--- src/rtl/icc_branch_unit.sv ---
// SPARC integer condition-code register with ALU carry feedback and Bicc resolution.
// A Bicc in the same cycle as its cc-setting op sees the new flags; the result is registered.
module icc_branch_unit #(
  parameter logic [3:0] RESET_ICC = 4'b0000
) (
  input  logic       clk,
  input  logic       reset,
  input  logic       alu_valid,
  input  logic       cc_we,
  input  logic [3:0] flags_in,
  input  logic       br_valid,
  input  logic [3:0] cond,
  input  logic       annul_bit,
  input  logic       stall,
  input  logic       flush,
  output logic [3:0] icc,
  output logic       alu_cin,
  output logic       br_done,
  output logic       br_taken,
  output logic       annul_next,
  output logic [1:0] cc_busy_cnt
);

  localparam int unsigned CC_W = 4;
  localparam logic [3:0]  COND_BA = 4'b1000;

  logic [CC_W-1:0] eff;
  logic            cc_commit;
  logic            br_commit;
  logic            taken;
  logic            annul;
  logic            n_f, z_f, v_f, c_f;

  assign cc_commit = alu_valid & cc_we & ~stall & ~flush;
  assign br_commit = br_valid & ~stall & ~flush;

  // Bypass freshly produced flags so a Bicc paired with its cc op sees them.
  assign eff = (alu_valid & cc_we) ? flags_in : icc;
  assign n_f = eff[3];
  assign z_f = eff[2];
  assign v_f = eff[1];
  assign c_f = eff[0];

  always_comb begin
    taken = 1'b0;
    unique case (cond)
      4'b0000: taken = 1'b0;
      4'b1000: taken = 1'b1;
      4'b0001: taken = z_f;
      4'b1001: taken = ~z_f;
      4'b0010: taken = z_f | (n_f ^ v_f);
      4'b1010: taken = ~(z_f | (n_f ^ v_f));
      4'b0011: taken = n_f ^ v_f;
      4'b1011: taken = ~(n_f ^ v_f);
      4'b0100: taken = c_f | z_f;
      4'b1100: taken = ~(c_f | z_f);
      4'b0101: taken = c_f;
      4'b1101: taken = ~c_f;
      4'b0110: taken = n_f;
      4'b1110: taken = ~n_f;
      4'b0111: taken = v_f;
      4'b1111: taken = ~v_f;
      default: taken = 1'b0;
    endcase
  end

  // Delay slot is annulled when untaken, and also for BA,a.
  assign annul = annul_bit & (~taken | (cond == COND_BA));

  // Condition-code register and write-burst counter.
  always_ff @(posedge clk) begin
    if (reset) begin
      icc         <= RESET_ICC;
      cc_busy_cnt <= 2'd0;
    end else begin
      if (cc_commit) begin
        icc <= flags_in;
      end
      if (!stall) begin
        if (cc_commit) begin
          cc_busy_cnt <= (cc_busy_cnt == 2'd3) ? 2'd3 : cc_busy_cnt + 2'd1;
        end else begin
          cc_busy_cnt <= 2'd0;
        end
      end
    end
  end

  // Branch result register; a stall stretches the pending result, flush clears it.
  always_ff @(posedge clk) begin
    if (reset) begin
      br_done    <= 1'b0;
      br_taken   <= 1'b0;
      annul_next <= 1'b0;
    end else if (br_commit) begin
      br_done    <= 1'b1;
      br_taken   <= taken;
      annul_next <= annul;
    end else if (flush || !stall) begin
      br_done    <= 1'b0;
      br_taken   <= 1'b0;
      annul_next <= 1'b0;
    end
  end

  assign alu_cin = icc[0];

endmodule

--- config.mk ---
export PLATFORM = sky130hd
export DESIGN_NAME = icc_branch_unit
export DESIGN_NICKNAME = d
export VERILOG_FILES = /design/src/rtl/icc_branch_unit.sv
export SDC_FILE = /design/constraint.sdc
export NUM_CORES = 1
export LEC_CHECK = 0
export ABC_AREA = 1
export BUFFER_PORTS_ARGS = -buffer_cell sky130_fd_sc_hd__buf_2
export CAP_MARGIN = 20
export CORE_AREA = 2 2 48 50
export DETAILED_ROUTE_END_ITERATION = 7
export DIE_AREA = 0 0 50 52
export SLEW_MARGIN = 20
export SYNTH_ARGS = -nofsm -noshare
export SYNTH_HDL_FRONTEND = slang
export SYNTH_SLANG_ARGS = --single-unit
--- constraint.sdc ---
create_clock -name clk -period 2 [get_ports clk]
set_input_delay 0.4 -clock clk [delete_from_list [all_inputs] [get_ports clk]]
set_output_delay 0.4 -clock clk [all_outputs]
set_load 0.005 [all_outputs]
==> impl_metrics.toml, run 1 <==
[global_routing]
track_usage_pct = 16.2
grt_pass1_wl_um = 3240
antenna_found_initial = 0
grt_pass1_vias = 749
grt_start_max_net_pins = 11
overflow = 0

[timing]
final.setup_skew_ns = 0.00404
fin_ws_ns = 0.699
grt_setup_unrepaired = "no"
final-setup-viol-count = 0
max_freq_mhz = 769
tightestPinTransition_ns = 0.410
period_needed_ns = 1.30
finalHoldViolCount = 0
fin_setup_tns_ns = 0
relSlewSlack_pct = 72.6
timing.final.crit_share_pct = 65.1
slew_violations = 0

[cts]
ctsHoldBuffers = 0
cts_tree = "done"
clk_pin_slew_ns = 0.06
cts-htree-levels = 1
cts_made_buffers = 3
cts-root-buf = "clkbuf_4"
clock_latency_ns = 0.26
cts_resized = 0
post_cts_buffers = 0
clockBufferDepth = 2
cts_sinks = 9

[detailed_routing]
routed_wl_um = 1820
ant_nets = 0
drc_errors = 0
drt-pass1-iter-count = 4
vias_per_cell = 4.76
first_iter_violations = 24
wl_per_cell_um = 9.88
via_count = 876

[critical_path]
cp_data_required_time_ns = 2.19
reg2reg_slack_ns = 0.74
critical_path_class = "input pin to flop"
worstPathMaxFanout = 9
arrival_ns = 1.50
worstSetupStartpointType = "input pin"
cp-end-kind = "flop"

[synth]
avgSynthCellArea_um2 = 5.93
syn_inst = 132
yosysTopAreaCellShare_pct = 23.0
netlist-cell-type-count = 18
ys_warn_count = 0
synth.largest_area_cell = "dfxtp_1"
syn_nets = 148
ys_ff_latch = 9
synth_area_leaders = "dfxtp_1 (23%), nand3_1 (16%), nand2_1 (15%), nand2_2 (9.6%), inv_1 (9.1%)"
synth_area_um2 = 783
seq_area_frac_synth_pct = 23.0

[finish]
n_fill_cell = 230
nets = 173
drive_gt1_share_pct = 27.6
multi_input_area_um2 = 494
ff_latch_area_um2 = 180
antenna_cells = 0
syn_to_final_growth_pct = 19.0

[die]
core.rowCount = 17
io_pins = 26
core_area_um2 = 2110
die_y_um = 52
chipWidth_um = 50
die_area_um2 = 2600
start_util_pct = 37.2

[hold_path]
hold_class = "input pin to flop"

[pwr]
p_leak_nw = 0.480
vdd_drop_max_uv = 376
power_density_nw_per_um2 = 485

[placement]
gp_congestion = 0.946
place.port_buffers = 25
place_ws_ns = 0.423
post-dp-hpwl_um = 1480

[run_status]
status = "finished clean"

[run]
maxCapViolCount = 0
-- sequential cells by signal (all words and copies together), names as in the netlist --
register,count
icc,4
cc_busy_cnt,2
annul_next,1
br_done,1
br_taken,1
-- critical path, cell delays in order --
cell	delay [ns]
buf_2	0.21
nand2_8	0.11
nand2_2	0.08
nand2_2	0.06
nand2_1	0.08
nand2_2	0.07
nand2_1	0.05
o21ai_1	0.06
nor2_1	0.09
nand2_1	0.07
nand2_1	0.05
nand2_1	0.06
a21oi_2	0.10
-- power breakdown --
part	switching [mW]	internal [mW]
Combinational	0.0777	0.0464
Clock	0.0628	0.0768
Sequential	0.00401	0.184
-- metal layers --
layer / up-vias / part of all wire [%] / global-route usage [%]
met5: - / 0 / 0
met4: 0 / 0.44 / 6.94
met3: 2 / 6.4 / 2.59
met2: 29 / 45 / 25.9
met1: 377 / 48 / 21.4
li1: 468 / - / -
-- worst paths after layout --
check                                  from    endpoint  cells after the start
worst min register to register      br_done     br_done                      2
worst max-delay path                  cc_we  annul_next                     13
worst min-delay path            flags_in[0]      icc[0]                      3
worst max register to register       icc[3]  annul_next                     12
-- cells by family (layout without fill, tap and decap cells) --
logic type             Yosys count  in the layout  synth area share (%)
and+or+nand+nor                 86             86                  53.0
buffers and inverters           24             48                  13.9
AOI/OAI and AO/OA               13             13                  10.1
DFF                              9              9                  23.0
-- layout make-up --
type,instances,area share [%]
Clock buffer,4,2.82
Sequential cell,9,19.3
Timing Repair Buffer,25,13.4
Inverter,19,7.65
Tap cell,28,3.76
Multi-Input combinational cell,99,53.0
-- cell usage after synthesis --
library cell  instances
nand4_1               1
nand2_1              31
a21oi_1               5
nand2_8               1
clkbuf_1              1
o21ai_1               1
buf_6                 2
nor2_1               15
a211oi_1              4
nor3_4                1
nand2_2              12
dfxtp_1               9
buf_4                 1
o21ai_0               2
inv_1                19
nand3_1              25
a21oi_2               1
buf_1                 1
-- cells in the final DEF (no fill, tap or decap) --
master / n
buf_2: 25
dfxtp_1: 9
a211oi_1: 4
clkbuf_1: 1
o21ai_1: 1
a21oi_1: 5
nand4_1: 1
o21ai_0: 2
a21oi_2: 1
nor2_1: 15
nor3_4: 1
nand2_8: 1
inv_1: 19
nand2_2: 12
nand3_1: 25
clkbuf_4: 3
nand2_1: 31
-- metrics by stage --
step                      instance area (um2)  std cells  power [mW]  hold WS (ns)  util [%]
after floorplan                           783        132       0.282         0.475         -
after global placement                    906        180       0.316         0.468      43.0
after detailed placement                  906        180       0.316         0.479      43.0
after CTS                                 932        184       0.459         0.408      44.3
after global routing                      932        184       0.485         0.429      44.3
final                                     932        184       0.452         0.416      44.3
(Power assumes the default switching activity.)
==> run 2: changes to the inputs <==
- clock period: 2 -> 1.36 ns (I/O delays scaled with it)
==> run 2 against run 1 <==
Net effect: clock skew rose by 0.0042 ns; global-route usage grew 1.0 points; register-to-register slack got worse by 0.66 ns; combinational power increased by 66%; core utilization rose by 3.9 points; sequential share of layout area shrank 0.83 points; count of clock-buffer cells in the layout stayed put; worst setup slack got worse by 0.62 ns; final area grew 8.9%; power up 56%; critical path depth down 1; final cell count increased by 3.8%; largest power group unchanged.
==> impl_metrics.toml, run 2 (same netlist as run 1, synthesis figures left out) <==
[critical_path]
cp_data_required_time_ns = 1.56
critical_path.cell_chain = "inv_1, nand2_2, nand2_2, nand2_1, nand3_1, nand2_1, nand2_1, nor2_1, nand2_1, nand2_1, nand2_1, a21oi_2"
critical_path_class = "flop to flop"
worstSetupStartpointType = "flop"
cpMaxStageDelayCell = "dfxtp_2"
slowest_delay_ns = 0.36
cpMostUsedCell = "nand2_1"
cp-end-kind = "flop"
arrival_ns = 1.49
worstPathMaxFanout = 4

[cts]
clk_pin_slew_ns = 0.07
cts_sinks = 9
cts-root-buf = "clkbuf_4"
clock_latency_ns = 0.27
clockBufferDepth = 2
cts_made_buffers = 3
cts_tree = "done"
cts-htree-levels = 1

[placement]
post-dp-hpwl_um = 1540
placed_cells = 185
place_ws_ns = -0.124
place.port_buffers = 25
gp_congestion = 0.962

[pwr]
pwr-share-clk_pct = 31.4
p_sw_uw = 238
p_leak_nw = 0.522
internal-power_uw = 465
p_total_uw = 703
vdd_drop_max_uv = 459
share_seq_of_total_power_pct = 39.3
combPwrFrac_pct = 29.3
netSwitchingFraction_pct = 33.9
power_density_nw_per_um2 = 693

[finish]
utilization_pct = 48.2
largest_reg_flops = 4
regMostFlops = "icc"
fin_cells = 191
final_common_cell = "nand2_1"
antenna_cells = 0
drive_gt1_share_pct = 37.4
layout_common_cells = "nand2_1 (27), nand3_1 (24), buf_2 (24), inv_1 (17)"
nets = 180
largest_registers = "icc: 4 flops, cc_busy_cnt: 2 flops"
syn_to_final_growth_pct = 29.6

[global_routing]
track_usage_pct = 17.2
overflow = 0
grt_pass1_vias = 786
grt_pass1_wl_um = 3390
grt_start_max_net_pins = 10
antenna_found_initial = 0

[detailed_routing]
wl_per_cell_um = 10.5
via_count = 918
drc_errors = 0
ant_nets = 0
routed_wl_um = 2000
vias_per_cell = 4.81
first_iter_violations = 24
drt-pass1-iter-count = 4

[die]
chipWidth_um = 50
core.rowCount = 17
die_area_um2 = 2600
io_pins = 26
core_area_um2 = 2110
start_util_pct = 37.2
die_y_um = 52

[timing]
final-setup-viol-count = 0
finalHoldViolCount = 0
hold_slack_ns = 0.263
period_needed_ns = 1.28
relSlewSlack_pct = 84.5
timing.final.crit_share_pct = 94.4
tightestPinTransition_ns = 0.233
final.setup_skew_ns = 0.00828
slew_violations = 0
fin_ws_ns = 0.0758
grt_setup_unrepaired = "yes"
max_freq_mhz = 779

[run_status]
status = "finished clean"

[run]
maxCapViolCount = 0

[hold_path]
hold_class = "input pin to flop"
==> run 2: cell types whose count changed in the layout (fill, tap and decap cells not counted), sizes merged <==
cell / delta
clkbuf: +1
buf: +6
==> run 2: layout make-up <==
cell class,count,area [um2]
Tap cell,28,35.0
Clock buffer,4,26.3
Inverter,19,71.3
Timing Repair Buffer,32,180
Fill cell,236,1090
Multi-Input combinational cell,99,514
Sequential cell,9,188
==> run 2: per-layer routing <==
metal  track usage [%]  routed length (um)  up-vias
met5                 0                   0        -
met4              6.94                  25        0
met3              2.59                 113        4
met2              27.2                 924       32
met1              23.4                 941      399
li1                  -                   -      483
==> run 2: what timing repair did <==
item | in CTS | in global routing
hold buffers | 0 | 0
setup buffers | 0 | 2
setup endpoints to repair | 0 | 2
gates resized for setup | 0 | 14
==> run 2: through the flow <==
step           TNS [ns]  instance area [um2]
6_report              0                 1010
5_1_grt         -0.0270                 1010
4_1_cts               0                  970
3_5_place_dp     -0.317                  943
3_3_place_gp     -0.184                  943
2_1_floorplan         0                  783
==> run 2: power groups by stage <==
stage                     sequential, mW  clock [mW]  combinational (mW)
after detailed placement           0.283           0               0.192
after global placement             0.283           0               0.189
after CTS                          0.277       0.224               0.193
final                              0.277       0.221               0.206
after global routing               0.278       0.236               0.232
after floorplan                    0.283           0               0.132
==> run 2: final timing paths <==
check                   start          to  slack [ns]  cells past startpoint
hold / removal    flags_in[0]      icc[0]        0.26                      3
setup reg to reg       icc[3]  annul_next        0.08                     12
hold reg to reg      br_taken    br_taken        0.49                      2
setup / recovery       icc[3]  annul_next        0.08                     12
==> run 2: worst max-delay path: cells and delay by family, from the launching register on <==
family / cells / cell delay, ns
flip-flops: 1 / 0.36
AO/OA/AOI/OAI: 1 / 0.10
AND/OR/NAND/NOR: 10 / 0.70
buffers and inverters: 1 / 0.05
==> run 3: changes to the inputs <==
- PLACE_DENSITY: unset -> 0.67
==> run 3 against run 2 <==
Net effect: worst setup slack better by 0.039 ns; via count down 2.3%; power down 3.2%; clock power down 5%; sequential power about the same; register-to-register slack better by 0.04 ns; critical endpoint unchanged; critical path depth unchanged; highest routed layer unchanged; critical path type unchanged; global-route usage down 1.4 points; worst hold slack better by 0.011 ns.
==> impl_metrics.toml, run 3 (same netlist as run 1, synthesis figures left out) <==
[critical_path]
cp-end-kind = "flop"
critical_path_class = "flop to flop"
cpMostUsedCell = "nand2_1"
critical_path.cell_chain = "inv_1, nand2_2, nand2_4, nand2_1, nand3_1, nand2_1, nand2_1, nor2_2, nand2_1, nand2_1, nand2_1, a21oi_2"
cpMaxStageDelayCell = "dfxtp_4"
path_delay_family = "simple AND/OR/NAND/NOR gates"
cp_data_required_time_ns = 1.57
arrival_ns = 1.45
slowest_delay_ns = 0.36
path_buf_inv = 1
worstPathMaxFanout = 4
worstSetupStartpointType = "flop"

[finish]
nets = 177
layout_common_cells = "nand2_1 (29), nand3_1 (25), buf_2 (25), inv_1 (17), nor2_1 (14)"
regMostFlops = "icc"
utilization_pct = 46.8
drive_gt1_share_pct = 35.0
fin_area_um2 = 985
final_common_cell = "nand2_1"
syn_to_final_growth_pct = 25.7
largest_registers = "icc: 4 flops, cc_busy_cnt: 2 flops"
fin_cells = 188
largest_reg_flops = 4
antenna_cells = 0

[cts]
clockBufferDepth = 2
cts_sinks = 9
cts_tree = "done"
cts-htree-levels = 1
clk_pin_slew_ns = 0.06
ctsHoldBuffers = 0
cts_made_buffers = 3
cts-root-buf = "clkbuf_4"
clock_latency_ns = 0.26

[detailed_routing]
first_iter_violations = 24
drc_errors = 0
drt-pass1-iter-count = 5
via_count = 897
routed_wl_um = 1900
vias_per_cell = 4.77
ant_nets = 0
wl_per_cell_um = 10.1

[run]
maxCapViolCount = 0

[pwr]
combPwrFrac_pct = 29.0
share_seq_of_total_power_pct = 40.4
p_leak_nw = 0.506
p_sw_uw = 223
internal-power_uw = 458
netSwitchingFraction_pct = 32.7
pwr-share-clk_pct = 30.6
vdd_drop_max_uv = 495
power_density_nw_per_um2 = 691

[die]
start_util_pct = 37.2
chipWidth_um = 50
die_y_um = 52
die_area_um2 = 2600
core.rowCount = 17
core_area_um2 = 2110
io_pins = 26

[timing]
relSlewSlack_pct = 76.8
final-setup-viol-count = 0
tightestPinTransition_ns = 0.347
timing.final.crit_share_pct = 91.6
finalHoldViolCount = 0
fin_setup_tns_ns = 0
slew_violations = 0
max_freq_mhz = 803
final.setup_skew_ns = 0.00608
period_needed_ns = 1.25
grt_setup_unrepaired = "yes"
hold_slack_ns = 0.274

[global_routing]
grt_start_max_net_pins = 11
antenna_found_initial = 0
grt_pass1_vias = 752
grt_pass1_wl_um = 3170
overflow = 0
track_usage_pct = 15.8

[placement]
placed_cells = 182
gp_congestion = 0.875
post-dp-hpwl_um = 1540
post_dp_cell_area_um2 = 921
place.port_buffers = 25

[run_status]
status = "finished clean"

[hold_path]
hold_class = "input pin to flop"
-- run 3: metal layers --
layer | global-route usage (%) | routed length [um] | vias up
met4 | 8.33 | 39 | 0
met2 | 25.2 | 861 | 26
met3 | 1.15 | 108 | 5
met5 | 0 | 0 | -
li1 | - | - | 477
met1 | 21.2 | 886 | 389
-- run 3: power by group through the flow --
stage / logic [mW] / registers [mW] / clock network, mW
floorplan: 0.132 / 0.283 / 0
global placement: 0.186 / 0.283 / 0
detailed placement: 0.187 / 0.283 / 0
CTS: 0.189 / 0.277 / 0.216
global route: 0.224 / 0.276 / 0.225
finish: 0.197 / 0.275 / 0.209
-- run 3: area by class of cell --
type / instances / area, um2
sequential: 9 / 190
multi-input combinational: 99 / 507
fill: 234 / 1120
timing repair buffer: 29 / 155
tap: 28 / 35.0
clock buffer: 4 / 26.3
inverter: 19 / 71.3
-- run 3: final timing paths --
| check | endpoint | depth (start not counted) | slack (ns) | startpoint |
|---|---|---|---|---|
| max | annul_next | 12 | 0.11 | icc[3] |
| max reg2reg | annul_next | 12 | 0.11 | icc[3] |
| min reg2reg | br_taken | 2 | 0.48 | br_taken |
| min | br_taken | 3 | 0.27 | br_valid |
-- run 3: tightest hold or removal path, stage by stage --
cell,delay (ns)
buf_2,0.10
nand3_1,0.06
a21oi_1,0.05
-- run 3: what timing repair did --
action	4_1_cts	5_1_grt
endpoints found under the setup margin	0	2
buffers inserted	0	2
resized for setup	0	12
-- run 3: per-stage QoR --
stage	worst slack, ns	power, mW
5_1_grt	-0.0537	0.725
6_report	0.115	0.681
2_1_floorplan	0.122	0.415
3_3_place_gp	-0.0948	0.469
3_5_place_dp	-0.123	0.471
4_1_cts	0.0341	0.682
